## src/rtl/prime_pkg.sv

```systemverilog
// Shared types for the prime range scanner: FSM state encoding,
// the 4-bit operand type and the 3-bit prime count type.
package prime_pkg;

    typedef enum logic [1:0] {
        IDLE = 2'd0,
        SCAN = 2'd1,
        FIN  = 2'd2
    } state_t;

    typedef logic [3:0] value_t;
    typedef logic [2:0] count_t;

endpackage

```

## src/rtl/prime_scanner_if.sv

```systemverilog
// Control/result bundle between a run requester (master) and the
// prime range scanner (slave).
interface prime_scanner_if;
    import prime_pkg::*;

    logic   start;
    logic   abort;
    value_t lo;
    value_t hi;
    value_t n;
    logic   valid;
    logic   is_prime;
    count_t count;
    logic   busy;
    logic   done;
    value_t max_prime;

    modport master (
        output start, abort, lo, hi,
        input  n, valid, is_prime, count, busy, done, max_prime
    );

    modport slave (
        input  start, abort, lo, hi,
        output n, valid, is_prime, count, busy, done, max_prime
    );

endinterface

```

## src/rtl/prime_lut.sv

```systemverilog
// Combinational 4-bit prime detector: true for 2, 3, 5, 7, 11 and 13.
module prime_lut
    import prime_pkg::*;
(
    input  value_t value_i,
    output logic   prime_o
);

    // Direct lookup over the sixteen possible operand values
    always_comb begin
        prime_o = 1'b0;
        case (value_i)
            4'd2, 4'd3, 4'd5, 4'd7, 4'd11, 4'd13: prime_o = 1'b1;
            default:                              prime_o = 1'b0;
        endcase
    end

endmodule

```

## src/rtl/prime_scanner.sv

```systemverilog
// Prime range scanner: on start, walks cur from lo to hi (inclusive),
// emitting one registered n/is_prime strobe per step, counting primes,
// and pulsing done once per run.
// Optional feature macro: PRIME_SCANNER_MAXP_EN adds a register that
// tracks the largest prime emitted in the run; without it max_prime is 0.
module prime_scanner
    import prime_pkg::*;
(
    input  logic            clk,
    input  logic            rst,
    prime_scanner_if.slave  bus
);

    state_t state_q, state_d;
    value_t cur_q,   cur_d;
    value_t hi_q,    hi_d;
    value_t n_q,     n_d;
    logic   valid_q, valid_d;
    logic   prime_q, prime_d;
    count_t count_q, count_d;
    logic   busy_q,  busy_d;
    logic   done_q,  done_d;

    logic   cur_prime;
    logic   emit;

    prime_lut u_lut (
        .value_i (cur_q),
        .prime_o (cur_prime)
    );

    // A value goes out on every SCAN edge that is not an abort
    assign emit = (state_q == SCAN) && !bus.abort;

    // Next-state and registered-output decode for the scan FSM
    always_comb begin
        state_d = state_q;
        cur_d   = cur_q;
        hi_d    = hi_q;
        n_d     = n_q;
        valid_d = 1'b0;
        prime_d = prime_q;
        count_d = count_q;
        busy_d  = 1'b0;
        done_d  = 1'b0;

        case (state_q)
            IDLE: begin
                if (bus.start) begin
                    cur_d   = bus.lo;
                    hi_d    = bus.hi;
                    count_d = '0;
                    state_d = (bus.lo > bus.hi) ? FIN : SCAN;
                end
            end
            SCAN: begin
                if (bus.abort) begin
                    // The abort edge itself raises done, so the pulse lands
                    // in the very next cycle and no separate FIN cycle is spent.
                    done_d  = 1'b1;
                    state_d = IDLE;
                end else begin
                    n_d     = cur_q;
                    valid_d = 1'b1;
                    prime_d = cur_prime;
                    busy_d  = 1'b1;
                    if (cur_prime) begin
                        count_d = count_q + 3'd1;
                    end
                    // Compare before incrementing so hi=15 never wraps
                    if (cur_q == hi_q) begin
                        state_d = FIN;
                    end else begin
                        cur_d = cur_q + 4'd1;
                    end
                end
            end
            FIN: begin
                done_d  = 1'b1;
                state_d = IDLE;
            end
            default: begin
                state_d = IDLE;
            end
        endcase
    end

    // State and output registers with asynchronous reset
    always_ff @(posedge clk or posedge rst) begin
        if (rst) begin
            state_q <= IDLE;
            cur_q   <= '0;
            hi_q    <= '0;
            n_q     <= '0;
            valid_q <= 1'b0;
            prime_q <= 1'b0;
            count_q <= '0;
            busy_q  <= 1'b0;
            done_q  <= 1'b0;
        end else begin
            state_q <= state_d;
            cur_q   <= cur_d;
            hi_q    <= hi_d;
            n_q     <= n_d;
            valid_q <= valid_d;
            prime_q <= prime_d;
            count_q <= count_d;
            busy_q  <= busy_d;
            done_q  <= done_d;
        end
    end

    assign bus.n        = n_q;
    assign bus.valid    = valid_q;
    assign bus.is_prime = prime_q;
    assign bus.count    = count_q;
    assign bus.busy     = busy_q;
    assign bus.done     = done_q;

`ifdef PRIME_SCANNER_MAXP_EN
    value_t maxp_q;

    // Largest prime emitted so far; cleared when a run is accepted
    always_ff @(posedge clk or posedge rst) begin
        if (rst) begin
            maxp_q <= '0;
        end else if ((state_q == IDLE) && bus.start) begin
            maxp_q <= '0;
        end else if (emit && cur_prime && (cur_q > maxp_q)) begin
            maxp_q <= cur_q;
        end
    end

    assign bus.max_prime = maxp_q;
`else
    assign bus.max_prime = '0;
`endif

endmodule

```

## src/flat_wrapper.sv

```systemverilog
// flat-port wrapper written by rule: the top's interface ports become plain ports
module prime_scanner_flat import prime_pkg::*;
  (clk, rst, bus_start, bus_abort, bus_lo, bus_hi, bus_n, bus_valid, bus_is_prime, bus_count, bus_busy, bus_done, bus_max_prime);
  prime_scanner_if bus_i ();
  input  logic clk;
  input  logic rst;
  input wire logic [$bits(bus_i.start)-1:0] bus_start;
  input wire logic [$bits(bus_i.abort)-1:0] bus_abort;
  input wire logic [$bits(bus_i.lo)-1:0] bus_lo;
  input wire logic [$bits(bus_i.hi)-1:0] bus_hi;
  output wire logic [$bits(bus_i.n)-1:0] bus_n;
  output wire logic [$bits(bus_i.valid)-1:0] bus_valid;
  output wire logic [$bits(bus_i.is_prime)-1:0] bus_is_prime;
  output wire logic [$bits(bus_i.count)-1:0] bus_count;
  output wire logic [$bits(bus_i.busy)-1:0] bus_busy;
  output wire logic [$bits(bus_i.done)-1:0] bus_done;
  output wire logic [$bits(bus_i.max_prime)-1:0] bus_max_prime;
  assign bus_i.start = bus_start;
  assign bus_i.abort = bus_abort;
  assign bus_i.lo = bus_lo;
  assign bus_i.hi = bus_hi;
  assign bus_n = bus_i.n;
  assign bus_valid = bus_i.valid;
  assign bus_is_prime = bus_i.is_prime;
  assign bus_count = bus_i.count;
  assign bus_busy = bus_i.busy;
  assign bus_done = bus_i.done;
  assign bus_max_prime = bus_i.max_prime;
  prime_scanner u_core (.clk(clk), .rst(rst), .bus(bus_i));
endmodule
```

## config.mk

```make
export PLATFORM = sky130hd
export DESIGN_NAME = prime_scanner_flat
export DESIGN_NICKNAME = d
export VERILOG_FILES = /design/src/rtl/prime_pkg.sv /design/src/rtl/prime_scanner_if.sv /design/src/rtl/prime_lut.sv /design/src/rtl/prime_scanner.sv /design/src/flat_wrapper.sv
export SDC_FILE = /design/constraint.sdc
export NUM_CORES = 1
export LEC_CHECK = 0
export CAP_MARGIN = 20
export CORE_AREA = 3 3 57 59
export DETAILED_ROUTE_END_ITERATION = 8
export DIE_AREA = 0 0 60 62
export GPL_TIMING_DRIVEN = 0
export PLACE_DENSITY = 0.71
export RECOVER_POWER = 25
export SYNTH_ARGS = -nofsm -noshare
export SYNTH_HDL_FRONTEND = slang
export SYNTH_HIERARCHICAL = 1
export SYNTH_SLANG_ARGS = --single-unit
```

## constraint.sdc

```tcl
create_clock -name clk -period 1.8 [get_ports clk]
set_input_delay 0.18 -clock clk [delete_from_list [all_inputs] [get_ports clk]]
set_output_delay 0.18 -clock clk [all_outputs]
set_load 0.05 [all_outputs]
```

# After elaboration in Yosys (flattened, before gate mapping)
# Cells that the tools add are included.
[op_classes] n_addsub=2 magnitude_cmp=1 eq_ne=14 n_mux=18 bitwise=1 n_reduce_logical=8
[op_table] op="$mux W4" count=3
[op_table] op="$mux W3" count=3
[op_table] op="$eq A4 B2 Y1 const B" count=2
[op_table] op="$eq A4 B3 Y1 const B" count=2
[op_table] op="$eq A4 B4 Y1 const B" count=2
[op_table] op="$mux W2" count=4
[op_table] op="$pmux W4 S2" count=1
[op_table] op="$reduce_and A4 Y1" count=2
[op_table] op="$ne A2 B2 Y1 const B" count=3
[op_table] op="$pmux W3 S2" count=1
[op_table] op="$reduce_and A2 Y1" count=3
[op_table] op="$reduce_or A6 Y1" count=1
[op_table] op="$add A4 B1 Y4 const B" count=1
[op_table] op="$eq A4 B4 Y1" count=1
[op_table] op="$gt A4 B4 Y1" count=1
[op_table] op="$mux W1" count=4
[op_table] op="$pmux W2 S2" count=1
[op_table] op="$add A3 B1 Y3 const B" count=1
[op_table] op="$ne A3 B3 Y1 const B" count=1
[op_table] op="$eq A2 B1 Y1 const B" count=1
[op_table] op="$eq A2 B2 Y1 const B" count=1
[op_table] op="$logic_not A2 Y1" count=1
[op_table] op="$ne A2 B1 Y1 const B" count=1
[op_table] op="$pmux W1 S2" count=1
[op_table] op="2 further kinds" count=2
[word_totals] register_bits=20 input_bits=12 out_inout_bits=15 elab_cells=52

# Depth between registers and ports, before layout
# Gate-level depths: netlist (run 1).
[logic_depth] depth_word=6 depth_mapped=9 mapped_depth_nobuf=7

# Modules after synthesis
# The synthesis (run 1) kept the hierarchy.
[modules_own_cells] module="prime_scanner" n_inst=1 cells_per_inst=126 area_each_um2=1187.4 seq_area_each_um2=500.5
[modules_own_cells] module="prime_lut" n_inst=1 cells_per_inst=3 area_each_um2=20.0 seq_area_each_um2=0.0

# Least setup slack after synthesis (run 1)
# Ideal clock, no wire load.
[synth_path] path_type="reg2reg" startpoint="register u_core.state_q[1]" endpoint="register u_core.cur_q[1]" setup_ps=123 arrival_ps=1548 t_required_ps=1677 setup_slack_ps=129 stages_incl_launch_ff=7 path_buffers=1 synth_period_minus_slack_ps=1671 cell_sequence="dfrtp_1 > inv_1 > ha_1 > buf_2 > o21ai_1 > or3_1 > o221a_1"
[synth_via] elab_chain_cells=3 elab_cells_between_ends=8 cone_classes="eq/ne: 4; mux: 1; reduce/logical: 3"
[synth_rtl] item="from (decl)" line_no="prime_scanner.sv:14" rtl="state_t state_q, state_d;"
[synth_rtl] item="from (signal assigned)" line_no="prime_scanner.sv:101" rtl="state_q <= state_d;"
[synth_rtl] item="$eq A2 B1 Y1 / $logic_not A2 Y1 (equally long branches)"
[synth_rtl] item="$ne A2 B2 Y1 (no line) / $reduce_bool A2 Y1 (equally long branches)"
[synth_rtl] item="$reduce_and A4 Y1 (no line)"
[synth_rtl] item="to (signal assigned)" line_no="prime_scanner.sv:102" rtl="cur_q <= cur_d;"
[synth_rtl] item="to (decl)" line_no="prime_scanner.sv:15" rtl="value_t cur_q, cur_d;"
# Parallel ways exist; a longest one is shown, timed or not.
# A chain may end at the register's enable or synchronous reset.

==> results of run 1 <==
-- placed cells by master, fill, tap and decap left out, drive strengths merged, types with 4 or more instances in the layout --
master | Yosys | routed
nand2 | 24 | 24
clkdlybuf4s50 | 0 | 20
dfrtp | 20 | 20
buf | 7 | 13
inv | 11 | 11
ha | 9 | 9
o21ai | 7 | 7
nand2b | 5 | 5
xor2 | 4 | 4
conb | 1 | 4
clkbuf | 0 | 4
-- power groups by stage --
stage	combinational, mW	sequential (mW)	clock, mW
2_1_floorplan	0.802	1.04	0
3_3_place_gp	1.35	0.819	0
3_5_place_dp	1.39	0.835	0
4_1_cts	1.45	0.819	0.269
5_1_grt	1.72	0.849	0.288
6_report	1.59	0.823	0.262
-- per-stage QoR --
step | hold WS, ps | util, % | setup TNS, ps | power [mW]
CTS | 330 | 55.7 | 0 | 2.54
global placement | 458 | 53.6 | -286 | 2.17
floorplan | 144 | - | 0 | 1.85
detailed placement | 466 | 53.6 | -401 | 2.23
global route | 489 | 58.3 | 0 | 2.86
finish | 450 | 58.3 | 0 | 2.68
-- routing by layer --
layer	part of all wire, %	routed length (um)	global-route usage, %
met1	47	1240	18.2
met5	0	0	0
met3	5.1	134	2.69
met2	47	1250	26.4
met4	0.38	10	6.33
-- how the worst max path moves through the flow --
stage                                               start                           to  slack, ps  cells past startpoint
after detailed placement                        bus_start  u_core/cur_q[1]$_DFFE_PP0P_       -150                      5
after CTS                 u_core/bus.count[0]$_DFFE_PP0P_                 bus_count[0]         10                      1
after global routing            u_core/bus.busy$_DFF_PP0_                    bus_valid          4                      2
after global placement                          bus_start  u_core/cur_q[3]$_DFFE_PP0P_       -130                      5
after floorplan             u_core/state_q[1]$_DFFE_PP0P_  u_core/cur_q[1]$_DFFE_PP0P_        130                      6
final                           u_core/bus.busy$_DFF_PP0_                    bus_valid         80                      2
-- worst max-delay path, stage by stage (launching register included) --
cell and delay [ps]:
dfrtp_1 360, buf_4 100, clkdlybuf4s50_1 780
-- final cells by class --
class	instances	area [um^2]
plain buffers	7	56.3
repair buffers	28	268
inverters	11	43.8
clock buffers	4	36.3
well taps	31	38.8
multi-input cells	94	661
fillers	238	1150
flip-flops and latches	20	503
-- kinds of logic (layout without fill, tap and decap cells) --
family / count (synthesis) / count (layout) / share of synthesized area [%]
buffers and inverters: 18 / 50 / 7.36
other: 1 / 4 / 0.311
adders and majority gates: 9 / 9 / 9.33
DFF: 20 / 20 / 41.5
muxes: 2 / 2 / 1.76
and+or+nand+nor: 48 / 48 / 20.5
xor gates and xnor gates: 4 / 4 / 2.90
AOI/OAI and AO/OA: 27 / 27 / 16.4
-- state kept, by name, indices dropped and copies added, names as in the netlist --
signal	flops
u_core/bus.n	4
u_core/cur_q	4
u_core/hi_q	4
u_core/bus.count	3
u_core/state_q	2
u_core/bus.busy	1
u_core/bus.done	1
u_core/bus.is_prime	1
-- timing repair --
action | in CTS | in global routing
cloned | 0 | 0
setup endpoints to repair | 3 | 6
resized for setup | 4 | 10
pin swaps | 0 | 1
setup buffers | 1 | 5
==> results.yml, run 1 <==
cells_and_area:
  syn_to_final_growth_pct: 33.1
  fin_area_um2: 1610
  nNetsFinal: 186
  drive_gt1_share_pct: 17.1
  layout.cells.non_filler: 195
  insertedDiodeCount: 0
place:
  gp_routability_congestion: 0.778
  pre_cts_ws_ps: -154
  dpl_cell_area_um2: 1480
  dp.cells: 185
  port_buffers: 22
  dpl.hpwl_mm: 1.93
pwr:
  swShare_pct: 46.7
  switching_power_mw: 1.25
  max-vdd-ir-drop_mv: 1.18
  sequentialPowerShare_pct: 30.7
  p_int_mw: 1.43
  comb_power_share_pct: 59.5
  p_per_area_nw_per_um2: 1670
  power_leakage_nw: 0.777
  clkPwrFrac_pct: 9.8
setup_path:
  rr_endpoint: "u_core/cur_q[1]$_DFFE_PP0P_"
  regToRegSetupSlack_ps: 80
  startpoint_type: "flip-flop"
  crit_type: "flip-flop to output pin"
  r2r_start: "u_core/cur_q[0]$_DFFE_PP0P_"
  cp_max_fo: 2
  rr_worst_depth: 5
  required_ps: 1620
  arrival_ps: 1540
  critPathCaptureType: "output pin"
synthesis:
  yosysMostFrequentCell: "nand2_1"
  synth.largest_area_cell: "dfrtp_1"
  ys_dominant_reg_cell: "dfrtp_1"
  yosysWarnings: 6
  synthCells: 129
  synth.area.top_cells: "dfrtp_1 41%, ha_1 9.3%, nand2_1 7.5%"
  synth_seq_cells: 20
  synthesis.area_um2: 1210
  syn_area_per_cell_um2: 9.36
  synth_top_area_share_pct: 41.5
  ys_seq_area_share_pct: 41.5
  yosys.cell_types.count: 36
  async_reset_ff_share_pct: 100
  synth-edff-count: 0
  synth_common_cells: "24 x nand2_1, 20 x dfrtp_1, 9 x ha_1, 9 x inv_1"
floorplan:
  rows: 19
  design.core.area_um2: 2760
  die_width_um: 60
  start_util_pct: 43.8
  design.die.area_um2: 3720
  fp.dieH_um: 62
  ios: 27
grt:
  grt_use_total_pct: 15.0
  grt_max_degree: 21
  overflow: 0
  grt_pass1_wl_mm: 4.20
  grt_pass1_vias: 983
  antenna_found_initial: 0
cts:
  clockBufferDepth: 2
  numClockSinks: 20
  cts_htree_levels: 1
  holdBufCountCts: 0
  cts_tree: "yes"
  clk_pin_slew_ps: 120
  cts_root_buf: "clkbuf_4"
  clk-insertion-delay-late_ps: 300
  cts_inserted_buffers: 3
sta:
  max_slew_margin_pct: 47.7
  finClkSkew_ps: 4.97
  hold_viol: 0
  max_freq_ghz: 0.581
  rsz0062_at_grt: "false"
  fin_ws_ps: 78.9
  fin_crit_sh_pct: 95.6
  tightest_slew_ps: 784
  min_period_ps: 1720
  final_max_slew_viol_count: 0
  setup_viol: 0
drt:
  drtAntennaViolNets: 0
  vias: 1026
  wire_per_inst_um: 13.5
  route.detailed.drc: 0
  drt-initial-drc-count: 36
  drt_pass1_iterations: 4
  via_per_inst: 5.26
  routed_wl_mm: 2.64
run:
  max-cap-violations: 0
hold_path:
  hold_path.class: "primary input to asynchronous set/reset pin"
run_status:
  status: "finished clean"
Note: power is estimated with default switching activity, not from simulation.
==> inputs of run 2 (changes only) <==
--- a/config.mk
+++ b/config.mk
@@ -12,6 +12,7 @@
 export GPL_TIMING_DRIVEN = 0
 export PLACE_DENSITY = 0.71
 export RECOVER_POWER = 25
+export SKIP_LAST_GASP = 1
 export SYNTH_ARGS = -nofsm -noshare
 export SYNTH_HDL_FRONTEND = slang
 export SYNTH_HIERARCHICAL = 1
==> results of run 2 <==
The final DEF is identical to that of run 1; final timing and power are the same.
